**config.mk**
```make
export PLATFORM = sky130hd
export DESIGN_NAME = window_ctrl
export DESIGN_NICKNAME = d
export VERILOG_FILES = /design/src/rtl/window_ctrl.sv
export SDC_FILE = /design/constraint.sdc
export NUM_CORES = 1
export LEC_CHECK = 0
export BUFFER_PORTS_ARGS = -buffer_cell sky130_fd_sc_hd__buf_2
export CORE_MARGIN = 8
export CORE_UTILIZATION = 28
export DETAILED_ROUTE_END_ITERATION = 8
export PLACE_DENSITY = 0.44
export SLEW_MARGIN = 20
export SYNTH_ARGS = -nofsm -noshare
export SYNTH_HDL_FRONTEND = slang
export SYNTH_SLANG_ARGS = --single-unit
```
**constraint.sdc**
```tcl
create_clock -name clk -period 4.4 [get_ports clk]
set_input_delay 0.66 -clock clk [delete_from_list [all_inputs] [get_ports clk]]
set_output_delay 0.66 -clock clk [all_outputs]
set_load 0.02 [all_outputs]
```
**src/rtl/window_ctrl.sv**
```systemverilog
// Sequencer for the 5x5 window line buffer: tracks frame/line/pixel position and qualifies kernel output.
// Optional WIDTH_CHECK_EN adds a sticky width_err flag that also suppresses kernel_valid.
module window_ctrl #(
  parameter int ADDR_W    = 11,
  parameter int MAX_WIDTH = 1920,
  parameter int KSIZE     = 5
) (
  input  logic              clk,
  input  logic              rst,
  input  logic              rx_dv,
  input  logic              rx_hs,
  input  logic              rx_vs,
  output logic [ADDR_W-1:0] buf_addr,
  output logic              buf_we,
  output logic [ADDR_W-1:0] line_width,
  output logic [11:0]       row_cnt,
  output logic              kernel_valid,
  output logic [1:0]        state,
`ifdef WIDTH_CHECK_EN
  output logic              width_err,
`endif
  output logic              overflow
);

  typedef enum logic [1:0] {
    IDLE   = 2'd0,
    VBLANK = 2'd1,
    FILL   = 2'd2,
    RUN    = 2'd3
  } state_t;

  localparam logic [ADDR_W-1:0] MAX_COL   = ADDR_W'(MAX_WIDTH);
  localparam logic [ADDR_W-1:0] KMIN_COL  = ADDR_W'(KSIZE - 1);
  localparam logic [11:0]       FILL_ROWS = 12'(KSIZE - 2);

  state_t            cur_state, next_state;
  logic              dv_q, hs_q, vs_q, dv_p, hs_p;
  logic [ADDR_W-1:0] col;
  logic              werr_q;
  logic              active, col_full, line_end, clear_frame;

  assign active      = (cur_state == FILL) || (cur_state == RUN);
  assign col_full    = (col >= MAX_COL);
  // Either a dv falling edge or an hsync rising edge closes the line; col>0 makes it fire once.
  assign line_end    = active && !vs_q && ((dv_p && !dv_q) || (hs_q && !hs_p)) && (col != '0);
  assign clear_frame = (cur_state == VBLANK) || (active && vs_q);

  always_comb begin
    next_state = cur_state;
    case (cur_state)
      IDLE:    if (vs_q) next_state = VBLANK;
      VBLANK:  if (!vs_q) next_state = FILL;
      FILL: begin
        if (vs_q) next_state = VBLANK;
        else if (line_end && (row_cnt == FILL_ROWS)) next_state = RUN;
      end
      RUN:     if (vs_q) next_state = VBLANK;
      default: next_state = IDLE;
    endcase
  end

  always_comb begin
    buf_addr     = col_full ? (MAX_COL - 1'b1) : col;
    buf_we       = dv_q && active && !col_full;
    kernel_valid = dv_q && (cur_state == RUN) && !vs_q && !col_full && (col >= KMIN_COL);
`ifdef WIDTH_CHECK_EN
    if (werr_q) kernel_valid = 1'b0;
`endif
  end

  always_ff @(posedge clk) begin
    if (!rst) begin
      cur_state  <= IDLE;
      dv_q       <= 1'b0;
      hs_q       <= 1'b0;
      vs_q       <= 1'b0;
      dv_p       <= 1'b0;
      hs_p       <= 1'b0;
      col        <= '0;
      line_width <= '0;
      row_cnt    <= '0;
      overflow   <= 1'b0;
      werr_q     <= 1'b0;
    end else begin
      cur_state <= next_state;
      dv_q      <= rx_dv;
      hs_q      <= rx_hs;
      vs_q      <= rx_vs;
      dv_p      <= dv_q;
      hs_p      <= hs_q;
      // Vsync beats a coincident line end, so the frame restarts with row_cnt at zero.
      if (clear_frame) begin
        col      <= '0;
        row_cnt  <= '0;
        overflow <= 1'b0;
        werr_q   <= 1'b0;
      end else if (line_end) begin
        if ((row_cnt != '0) && (col != line_width)) werr_q <= 1'b1;
        line_width <= col;
        if (row_cnt != 12'hFFF) row_cnt <= row_cnt + 12'd1;
        col <= '0;
      end else if (active && dv_q) begin
        if (col_full) overflow <= 1'b1;
        else col <= col + 1'b1;
      end
    end
  end

  assign state = cur_state;

`ifdef WIDTH_CHECK_EN
  assign width_err = werr_q;
`endif

endmodule

```
# After elaboration in Yosys (flattened, before gate mapping)
# Index checks and enable logic that the tools add are counted.
# word_totals
register_bits,42
input_bits,5
out_inout_bits,39
word_cells,62
# op_classes
addsub,2
n_lt_le_gt_ge,2
eq_ne,8
muxes,6
bitwise,4
reduce_logical,30
# ops
operator,n
$logic_and 1x1->1,13
$add 12x1->12 const B,1
$eq 12x2->1 const B,1
$ne 12x12->1 const B,1
$add 11x1->11 const B,1
$ge 11x11->1 const B,1
$ge 11x3->1 const B,1
$mux 11,1
$reduce_bool 11->1,1
$mux 2,4
$pmux 2 s3,1
$reduce_and 2->1,3
$reduce_and 3->1,2
$eq 2x2->1 const B,2
$logic_not 1->1,4
$not 1->1,4
$reduce_or 2->1,2
$logic_or 1x1->1,3
$ne 3x2->1 const B,1
$reduce_or 3->1,1
$eq 2x1->1 const B,1
$logic_not 2->1,1
$ne 2x1->1 const B,1
$ne 2x2->1 const B,1

# Logic depth before layout (Yosys ltp)
# Gate-level depths: netlist of run 1.
# depth
ltp_word,9
depth_mapped,9
depth_no_buf,7

# Least setup slack after synthesis of run 1
# Ideal clock, no wire load.
# synth_path
kind,reg2reg
start,register cur_state[1] (netlist: state[1])
end,register row_cnt[11]
setup_ns,0.070
arrival_ns,2.188
required_time_ns,4.330
path_slack_ns,2.142
stages_incl_launch_ff,8
n_path_buf,1
period_less_slack_ns,2.258
path_cell_list,dfxtp_1 ha_1 nor2_1 a211o_1 or3_1 buf_2 or4_1 a21oi_1
# synth_via
elab_chain_len,6
elab_cells_between_ends,11
cone_classes,3 x eq/ne; 8 x reduce/logical
# synth_rtl
element,line_no,text
start: declaration,36,"state_t cur_state, next_state;"
start signal: assignment,85,cur_state <= next_state;
$eq 2x2->1,42,assign active = (cur_state == FILL) || (cur_state == RUN);
$logic_or 1x1->1,42,
$logic_and 1x1->1 (3 in a row),45,assign line_end = active && !vs_q && ((dv_p && !dv_q) || (hs_q && !hs_p)) && (col != '0);
$reduce_and 2->1 (no line),n/a,
end signal: assignment,100,if (row_cnt != 12'hFFF) row_cnt <= row_cnt + 12'd1;
end: declaration,16,"output logic [11:0] row_cnt,"
# Parallel ways exist; a longest one is shown, timed or not.
# A chain may end at the register's enable or synchronous reset.

# Worst setup path in the final report of run 1
# layout_path
start,register col[7]
end,output buf_we
# layout_via
elab_chain_len,3
# layout_rtl
element,line_no,text
start: declaration,38,logic [ADDR_W-1:0] col;
start signal: assignment,104,else col <= col + 1'b1;
$ge 11x11->1,43,assign col_full = (col >= MAX_COL);
$logic_not 1->1,64,buf_we = dv_q && active && !col_full;
$logic_and 1x1->1,64,
end: declaration,14,"output logic buf_we,"
# Every way passes these cells.

==> flow_summary.json, run 1 <==
{
  "end_kind": "primary output",
  "hpwl_um": 3690,
  "root_buffer": "clkbuf_8",
  "row_count": 31,
  "cts_setup_buffers": 0,
  "crit_start": "col[7]",
  "max-clock-path-buffers": 2,
  "synth_cell_types": 42,
  "cts.htree.levels": 2,
  "grt_pass1_wl_um": 8670,
  "clock_skew_ps": 9.69,
  "place_inst": 369,
  "diodes": 0,
  "fin_nets": 288,
  "path_class": "reg2out",
  "finalHoldViolCount": 0,
  "drc": 0,
  "synth_common_cells": "dfxtp_1 (42), nand2_1 (28), nor2_1 (22)",
  "routed_wl_um": 5170,
  "period_minus_slack_ps": 2460,
  "ys_ff_latch": 42,
  "power_leakage_nw": 0.969,
  "synth_cells": 245,
  "holdCritPathClass": "reg2reg",
  "seq_area_sq_um": 841,
  "synth_nets": 256,
  "grt_max_degree": 32,
  "synth_most_common_cell": "dfxtp_1",
  "area_growth_pct": 17.1,
  "multi_input_area_sq_mm": 0.00107,
  "maxSlewViolCount": 0,
  "numCtsBuffers": 5,
  "worstPathRequired_ps": 3740,
  "reg2reg_from": "state[1]",
  "synth_area_sq_mm": 0.00202,
  "vias_per_cell": 4.65,
  "wl_per_cell_um": 13.7,
  "path_max_fanout": 13,
  "fin_cells": 377,
  "cts_hold_buffers": 0,
  "vias": 1753,
  "coreArea_sq_mm": 0.00714,
  "gr-total-overflow": 0,
  "grt_pass1_vias": 1707,
  "antenna_found_initial": 0,
  "critPathLaunchType": "register",
  "io_buffers": 43,
  "totalNegativeSetupSlack_ps": 0,
  "maxCapViolCount": 0,
  "synth_top_cell_by_area": "dfxtp_1",
  "rsz0062_at_grt": "false",
  "grt.total_usage_pct": 10.7,
  "die_x_um": 101,
  "initial_utilization_pct": 28.3,
  "finalCritPeriodShare_pct": 55.9,
  "max_freq_mhz": 407,
  "ys_seq_area_share_pct": 41.6,
  "ir_drop_v": 0.000134,
  "ant_nets": 0,
  "drt_first_pass_iters": 4,
  "arrival_ps": 1800,
  "synth-warning-count": 0,
  "min_from": "hs_q",
  "r2r_slack_ps": 1990,
  "cts_tree": "built",
  "die_area_sq_mm": 0.0102,
  "yosys-top-cells-area": "dfxtp_1 (42%), nand2_1 (5.2%), nand3_1 (5.0%)",
  "yosysTopAreaCellShare_pct": 41.6,
  "nFillCells": 794,
  "status": "completed",
  "worstSkewPairLatency_ps": 290,
  "io_pins": 44,
  "async_flop_share_pct": 0,
  "drive_gt1_share_pct": 20.9,
  "clk_pin_slew_ps": 80,
  "die_y_um": 101,
  "holdWs_ps": 465,
  "power_density_mw_per_mm2": 348,
  "gp_congestion": 0.742,
  "cts_resized": 0,
  "synth-edff-count": 0,
  "synth.avg_cell_area_sq_um": 8.25,
  "clkSinkCount": 42,
  "relSlewSlack_pct": 64.4,
  "tightest_slew_ps": 532,
  "finalSetupViolCount": 0,
  "first_iter_violations": 40,
  "synth_flop_cell": "dfxtp_1"
}
[power by group]
part	internal [mW]	switching (mW)
Combinational	0.0619	0.0938
Sequential	0.391	0.0152
Clock	0.127	0.135
Total	0.580	0.244
[placed cells by master, fill, tap and decap left out, types with 2 or more instances in the layout]
cell / count
o21ai_1: 2
or4_1: 6
or2_2: 2
nor4_1: 4
o21ai_0: 13
nand2b_1: 6
buf_2: 43
nor2b_1: 3
o31ai_1: 4
ha_1: 6
nand4_1: 5
nor3_1: 2
clkbuf_8: 6
nand2_1: 28
and3_1: 3
a21oi_1: 11
inv_1: 7
xor2_1: 6
nand3_1: 20
and2_1: 8
xnor2_1: 5
mux2i_1: 4
or3_1: 4
dfxtp_1: 42
nor2_1: 22
[layout make-up]
class,count,share of cell area (%)
Inverter,7,1.11
Timing Repair Buffer,43,9.10
Tap cell,99,5.24
Clock inverter,1,0.212
Sequential cell,42,35.5
Multi-Input combinational cell,178,45.2
Clock buffer,7,3.65
[flip-flops by register name, indices dropped and copies added, names as in the netlist]
name        count
vs_q            1
state           2
hs_p            1
col            11
hs_q            1
dv_q            1
dv_p            1
overflow        1
row_cnt        12
line_width     11
[worst max-delay path: stages, from the launching register on]
cell	delay, ps
dfxtp_1	470
nand4_1	490
and2_1	370
buf_2	170
[final timing paths]
path,to,depth (start not counted)
setup / recovery,buf_we,3
setup reg to reg,row_cnt[11],6
hold / removal,hs_p,1
hold reg to reg,hs_p,1
[kinds of logic (layout without fill, tap and decap cells)]
| group | count (synthesis) | in the layout | share of synthesized area (%) |
|---|---|---|---|
| flip-flops | 42 | 42 | 41.6 |
| AND/OR/NAND/NOR | 120 | 120 | 31.6 |
| adder cells (fa/ha/maj) | 6 | 6 | 3.72 |
| multiplexers | 4 | 4 | 1.98 |
| AO/OA/AOI/OAI | 37 | 37 | 10.8 |
| buffers and inverters | 25 | 58 | 5.51 |
| XOR/XNOR | 11 | 11 | 4.77 |
[per-layer routing]
metal | up-vias | track usage, % | routed length (um)
met5 | - | 0 | 0
met4 | 0 | 2.75 | 34
met3 | 4 | 3.38 | 304
met2 | 38 | 16.5 | 2340
met1 | 807 | 13.9 | 2490
li1 | 904 | - | -
[metrics by stage]
stage | util (%) | area (sq um) | setup WS [ps] | power, mW
floorplan | - | 2020 | 2140 | 0.537
global placement | 31.9 | 2270 | 2040 | 0.577
detailed placement | 31.9 | 2270 | 1960 | 0.575
CTS | 33.2 | 2370 | 1890 | 0.842
global route | 33.2 | 2370 | 1740 | 0.878
finish | 33.2 | 2370 | 1940 | 0.824
Note: power is estimated with default switching activity, not from simulation.
==> run 2, diff against run 1 <==
==> constraint.sdc (replaced) <==
create_clock -name clk -period 2.5 [get_ports clk]
set_input_delay 0.375 -clock clk [delete_from_list [all_inputs] [get_ports clk]]
set_output_delay 0.375 -clock clk [all_outputs]
set_load 0.02 [all_outputs]
==> run 2 against run 1 <==
  * Worst hold slack worse by 180 ps
  * Core utilization is 1.4 points higher
  * Combinational power is 81% higher
  * Cell area is 4.2% higher
  * Via count is 1.8% higher
  * Flip-flop and latch count stayed put
  * Critical path depth is 3 higher
  * Critical endpoint is now row_cnt[9]
  * Highest routed layer unchanged
==> flow_summary.json, run 2 (synthesis results as in run 1) <==
{
  "power_leakage_nw": 1.03,
  "clkSinkCount": 42,
  "arrival_ps": 2440,
  "path_max_fanout": 17,
  "rsz0062_at_grt": "false",
  "cts_setup_buffers": 0,
  "grt_pass1_wl_um": 8730,
  "crit_cells": 6,
  "relSlewSlack_pct": 62.9,
  "ant_nets": 0,
  "dpl_cell_area_sq_mm": 0.00235,
  "layout_commonest_cell": "buf_2",
  "critPathLaunchType": "register",
  "holdPathStages": 2,
  "initial_utilization_pct": 28.3,
  "worstPathCellList": "ha_1, nor2_1, a211o_1, or3_4, or4_1, a21oi_1",
  "first_iter_violations": 66,
  "maxSlewViolCount": 0,
  "grt_max_degree": 23,
  "path_class": "reg2reg",
  "area_growth_pct": 22.0,
  "numCtsBuffers": 5,
  "grt_pass1_vias": 1742,
  "max_stage_delay_ps": 490,
  "wl_per_cell_um": 13.6,
  "fin_nets": 298,
  "p_clk_share_pct": 35.3,
  "switchingPower_mw": 0.441,
  "gp_congestion": 0.736,
  "nFillCells": 776,
  "finalSetupViolCount": 0,
  "critPathBufInv": 0,
  "largest_reg_flops": 12,
  "routed_wl_um": 5270,
  "reg.largest.list": "row_cnt: 12 flops, col: 11 flops, line_width: 11 flops",
  "period_minus_slack_ps": 2220,
  "finalCritPeriodShare_pct": 89.0,
  "root_buffer": "clkbuf_8",
  "slowest_stage": "or4_1",
  "worstPathRequired_ps": 2720,
  "gr-total-overflow": 0,
  "top_register": "row_cnt",
  "cts_tree": "built",
  "ff2ff_path_depth": 6,
  "drc": 0,
  "die_x_um": 101,
  "diodes": 0,
  "ir_drop_v": 0.000210,
  "switching_share_pct": 28.6,
  "row_count": 31,
  "clk_pin_slew_ps": 80,
  "status": "completed",
  "io_pins": 44,
  "maxCapViolCount": 0,
  "hpwl_um": 3820,
  "holdCritPathClass": "in2reg",
  "max-clock-path-buffers": 2,
  "layout_common_cells": "buf_2 (43), dfxtp_1 (42), nand2_1 (28), nor2_1 (22), nand3_1 (20)",
  "critical_path.top_delay_family": "simple AND/OR/NAND/NOR gates",
  "drt_first_pass_iters": 4,
  "cts.htree.levels": 2,
  "tightest_slew_ps": 555,
  "die_area_sq_mm": 0.0102,
  "vias_per_cell": 4.61,
  "drive_gt1_share_pct": 24.0,
  "stdcell_area_sq_mm": 0.00246,
  "finalHoldViolCount": 0,
  "antenna_found_initial": 0,
  "coreArea_sq_mm": 0.00714,
  "p_int_mw": 1.10,
  "clock_skew_ps": 11.9,
  "power_density_mw_per_mm2": 625,
  "worstSkewPairLatency_ps": 300,
  "io_buffers": 43,
  "end_kind": "register",
  "pwr-share-comb_pct": 18.4,
  "vias": 1784,
  "die_y_um": 101,
  "max_freq_mhz": 449,
  "totalNegativeSetupSlack_ps": 0,
  "grt.total_usage_pct": 10.8,
  "pwr-share-seq_pct": 46.4
}
## run 2: path summary, 6_finish.rpt
path                                    start             to  slack, ps
worst min-delay path                    rx_vs           vs_q        280
worst min register to register  line_width[8]  line_width[8]        480
worst max register to register       state[1]     row_cnt[9]        280
worst max-delay path                 state[1]     row_cnt[9]        280
## run 2: worst register-to-register path, delay by kind of cell (launching register included)
| kind | cells | cell delay (ps) |
|---|---|---|
| and+or+nand+nor | 3 | 1040 |
| DFF | 1 | 450 |
| AOI/OAI and AO/OA | 2 | 400 |
| adders and majority gates | 1 | 280 |
## run 2: final cells by class
type	count	area [sq um]	share of cell area, %
inverter	7	26.3	1.07
sequential	42	841	34.1
timing repair buffer	53	290	11.8
tap	99	124	5.03
clock inverter	2	37.5	1.52
multi-input combinational	178	1070	43.6
clock buffer	6	72.6	2.94
## run 2: through the flow
stage / worst slack (ps) / instances / hold WS, ps / utilization (%) / total power, mW
CTS: 120 / 387 / 274 / 34.5 / 1.57
global placement: 202 / 379 / 448 / 32.9 / 1.02
detailed placement: 144 / 379 / 455 / 32.9 / 1.02
global route: 117 / 387 / 273 / 34.5 / 1.63
floorplan: 242 / 245 / 431 / - / 0.944
finish: 275 / 387 / 282 / 34.5 / 1.54
## run 2: routing by layer
layer | vias up | wire, um | track usage (%)
met5 | - | 0 | 0
met3 | 5 | 297 | 3.31
met4 | 0 | 55 | 3.44
li1 | 929 | - | -
met1 | 822 | 2550 | 13.5
met2 | 28 | 2360 | 17.1
## run 2: timing repair
action | in CTS | in global routing
gates resized for setup | 0 | 1
hold buffers | 0 | 0
endpoints found under the setup margin | 0 | 2
## run 2: power groups by stage
stage	sequential [mW]	clock (mW)	combinational, mW
3_3_place_gp	0.728	0	0.294
6_report	0.715	0.544	0.283
3_5_place_dp	0.731	0	0.287
4_1_cts	0.715	0.565	0.289
2_1_floorplan	0.744	0	0.201
5_1_grt	0.720	0.589	0.318
==> run 3, diff against run 2 <==
--- a/config.mk
+++ b/config.mk
@@ -10,6 +10,7 @@
 export CORE_UTILIZATION = 28
 export DETAILED_ROUTE_END_ITERATION = 8
 export PLACE_DENSITY = 0.44
+export REMOVE_ABC_BUFFERS = 1
 export SLEW_MARGIN = 20
 export SYNTH_ARGS = -nofsm -noshare
 export SYNTH_HDL_FRONTEND = slang
==> run 3 against run 2 <==
  * Via count decreased by 2.5%
  * First-iteration DRC count decreased by 18%
  * Sequential share of layout area increased by 0.65 points
  * Largest power group unchanged
  * Combinational power increased by 5%
  * Sequential power decreased by 1%
  * Setup slack got worse by 9.1 ps
  * Worst hold slack improved by 2.8 ps
==> flow_summary.json, run 3 (synthesis results as in run 1) <==
{
  "status": "completed",
  "holdPathStages": 2,
  "ir_drop_v": 0.000241,
  "cts_hold_buffers": 0,
  "drc": 0,
  "max_freq_mhz": 448,
  "cts_setup_buffers": 0,
  "clk_pin_slew_ps": 80,
  "finalCritPeriodShare_pct": 89.4,
  "relSlewSlack_pct": 63.5,
  "ff2ff_path_depth": 7,
  "finalSetupViolCount": 0,
  "grt_max_degree": 30,
  "gr-total-overflow": 0,
  "initial_utilization_pct": 28.3,
  "grt_pass1_vias": 1669,
  "critPathBufInv": 1,
  "die_y_um": 101,
  "diodes": 0,
  "first_iter_violations": 54,
  "clock_skew_ps": 10.5,
  "grt.total_usage_pct": 10.5,
  "hpwl_um": 3720,
  "maxSlewViolCount": 0,
  "fin_cells": 384,
  "area_growth_pct": 19.7,
  "ant_nets": 0,
  "top_register": "row_cnt",
  "root_buffer": "clkbuf_8",
  "stdcell_area_sq_mm": 0.00242,
  "p_total_mw": 1.45,
  "routed_wl_um": 5190,
  "vias_per_cell": 4.53,
  "worstPathCellList": "inv_1, ha_1, nor2_1, a211o_1, or3_4, or4_1, a21oi_1",
  "grt_pass1_wl_um": 8520,
  "max_stage_delay_ps": 500,
  "fin_nets": 295,
  "power_density_mw_per_mm2": 598,
  "r2r_slack_ps": 270,
  "die_area_sq_mm": 0.0102,
  "slowest_stage": "or3_4",
  "end_kind": "register",
  "gp_congestion": 0.712,
  "worstPathRequired_ps": 2720,
  "min_from": "rx_hs",
  "clkSinkCount": 42,
  "finalHoldViolCount": 0,
  "die_x_um": 101,
  "antenna_found_initial": 0,
  "holdCritPathClass": "in2reg",
  "holdPathEnd": "hs_q",
  "cts.htree.levels": 2,
  "coreArea_sq_mm": 0.00714,
  "wl_per_cell_um": 13.5,
  "io_buffers": 43,
  "vias": 1740,
  "drt_first_pass_iters": 4,
  "cts_tree": "built",
  "drive_gt1_share_pct": 23.2,
  "tightest_slew_ps": 543,
  "critical_path.top_delay_family": "simple AND/OR/NAND/NOR gates",
  "path_max_fanout": 17,
  "worstSkewPairLatency_ps": 300,
  "fin_ws_ps": 266,
  "crit-reg2reg-capture": "row_cnt[5]",
  "period_minus_slack_ps": 2230,
  "numCtsBuffers": 5,
  "place_inst": 376,
  "reg2reg_from": "state[0]",
  "rsz0062_at_grt": "false",
  "layout_commonest_cell": "buf_2",
  "largest_reg_flops": 12,
  "io_pins": 44,
  "totalNegativeSetupSlack_ps": 0,
  "cts_resized": 0,
  "layout_common_cells": "buf_2 (43), dfxtp_1 (42), nand2_1 (28), nor2_1 (22), nand3_1 (20)",
  "power_leakage_nw": 1.01,
  "dpl_cell_area_sq_mm": 0.00233,
  "place_ws_ps": 115,
  "row_count": 31,
  "reg.largest.list": "row_cnt: 12 flops, col: 11 flops, line_width: 11 flops",
  "arrival_ps": 2460,
  "max-clock-path-buffers": 2,
  "path_class": "reg2reg",
  "maxCapViolCount": 0,
  "critPathLaunchType": "register"
}
## run 3: cell count changes in the layout (fill, tap and decap cells not counted)
cell,before,now
clkinvlp_4,1,0
clkinv_2,0,1
buf_4,10,7
bufinv_16,1,0
clkinv_4,0,1
## run 3: power breakdown
| part | switching (mW) | internal [mW] | total (mW) |
|---|---|---|---|
| clock | 0.243 | 0.197 | 0.440 |
| combinational | 0.179 | 0.119 | 0.298 |
| sequential | 0.0189 | 0.688 | 0.707 |
| total | 0.441 | 1.00 | 1.45 |
## run 3: worst max path at each step
stage / cells past startpoint / start / slack (ps) / endpoint
floorplan: 6 / state[1] / 170 / row_cnt[11]
global placement: 7 / state[0] / 200 / row_cnt[11]
detailed placement: 7 / state[0] / 110 / row_cnt[5]
CTS: 7 / state[0] / 110 / row_cnt[5]
global route: 7 / state[0] / 130 / row_cnt[9]
finish: 7 / state[0] / 270 / row_cnt[5]
## run 3: area by class of cell
class / count / area (sq um)
fill: 807 / 4720
multi-input combinational: 178 / 1070
tap: 99 / 124
clock buffer: 6 / 72.6
inverter: 7 / 26.3
sequential: 42 / 841
timing repair buffer: 50 / 268
clock inverter: 2 / 13.8
## run 3: metal layers
layer	track usage, %	part of all wire, %	wire length [um]	vias to the layer above
met5	0	0	0	-
met4	4.12	1.2	64	0
met3	3.66	5.8	302	4
met2	15.6	42	2170	33
met1	13.5	51	2650	786
li1	-	-	-	917
## run 3: metrics by stage
stage,util [%],hold WS [ps]
6_report,33.9,284
5_1_grt,33.9,280
4_1_cts,33.8,272
3_5_place_dp,32.6,455
3_3_place_gp,32.6,449
2_1_floorplan,-,431
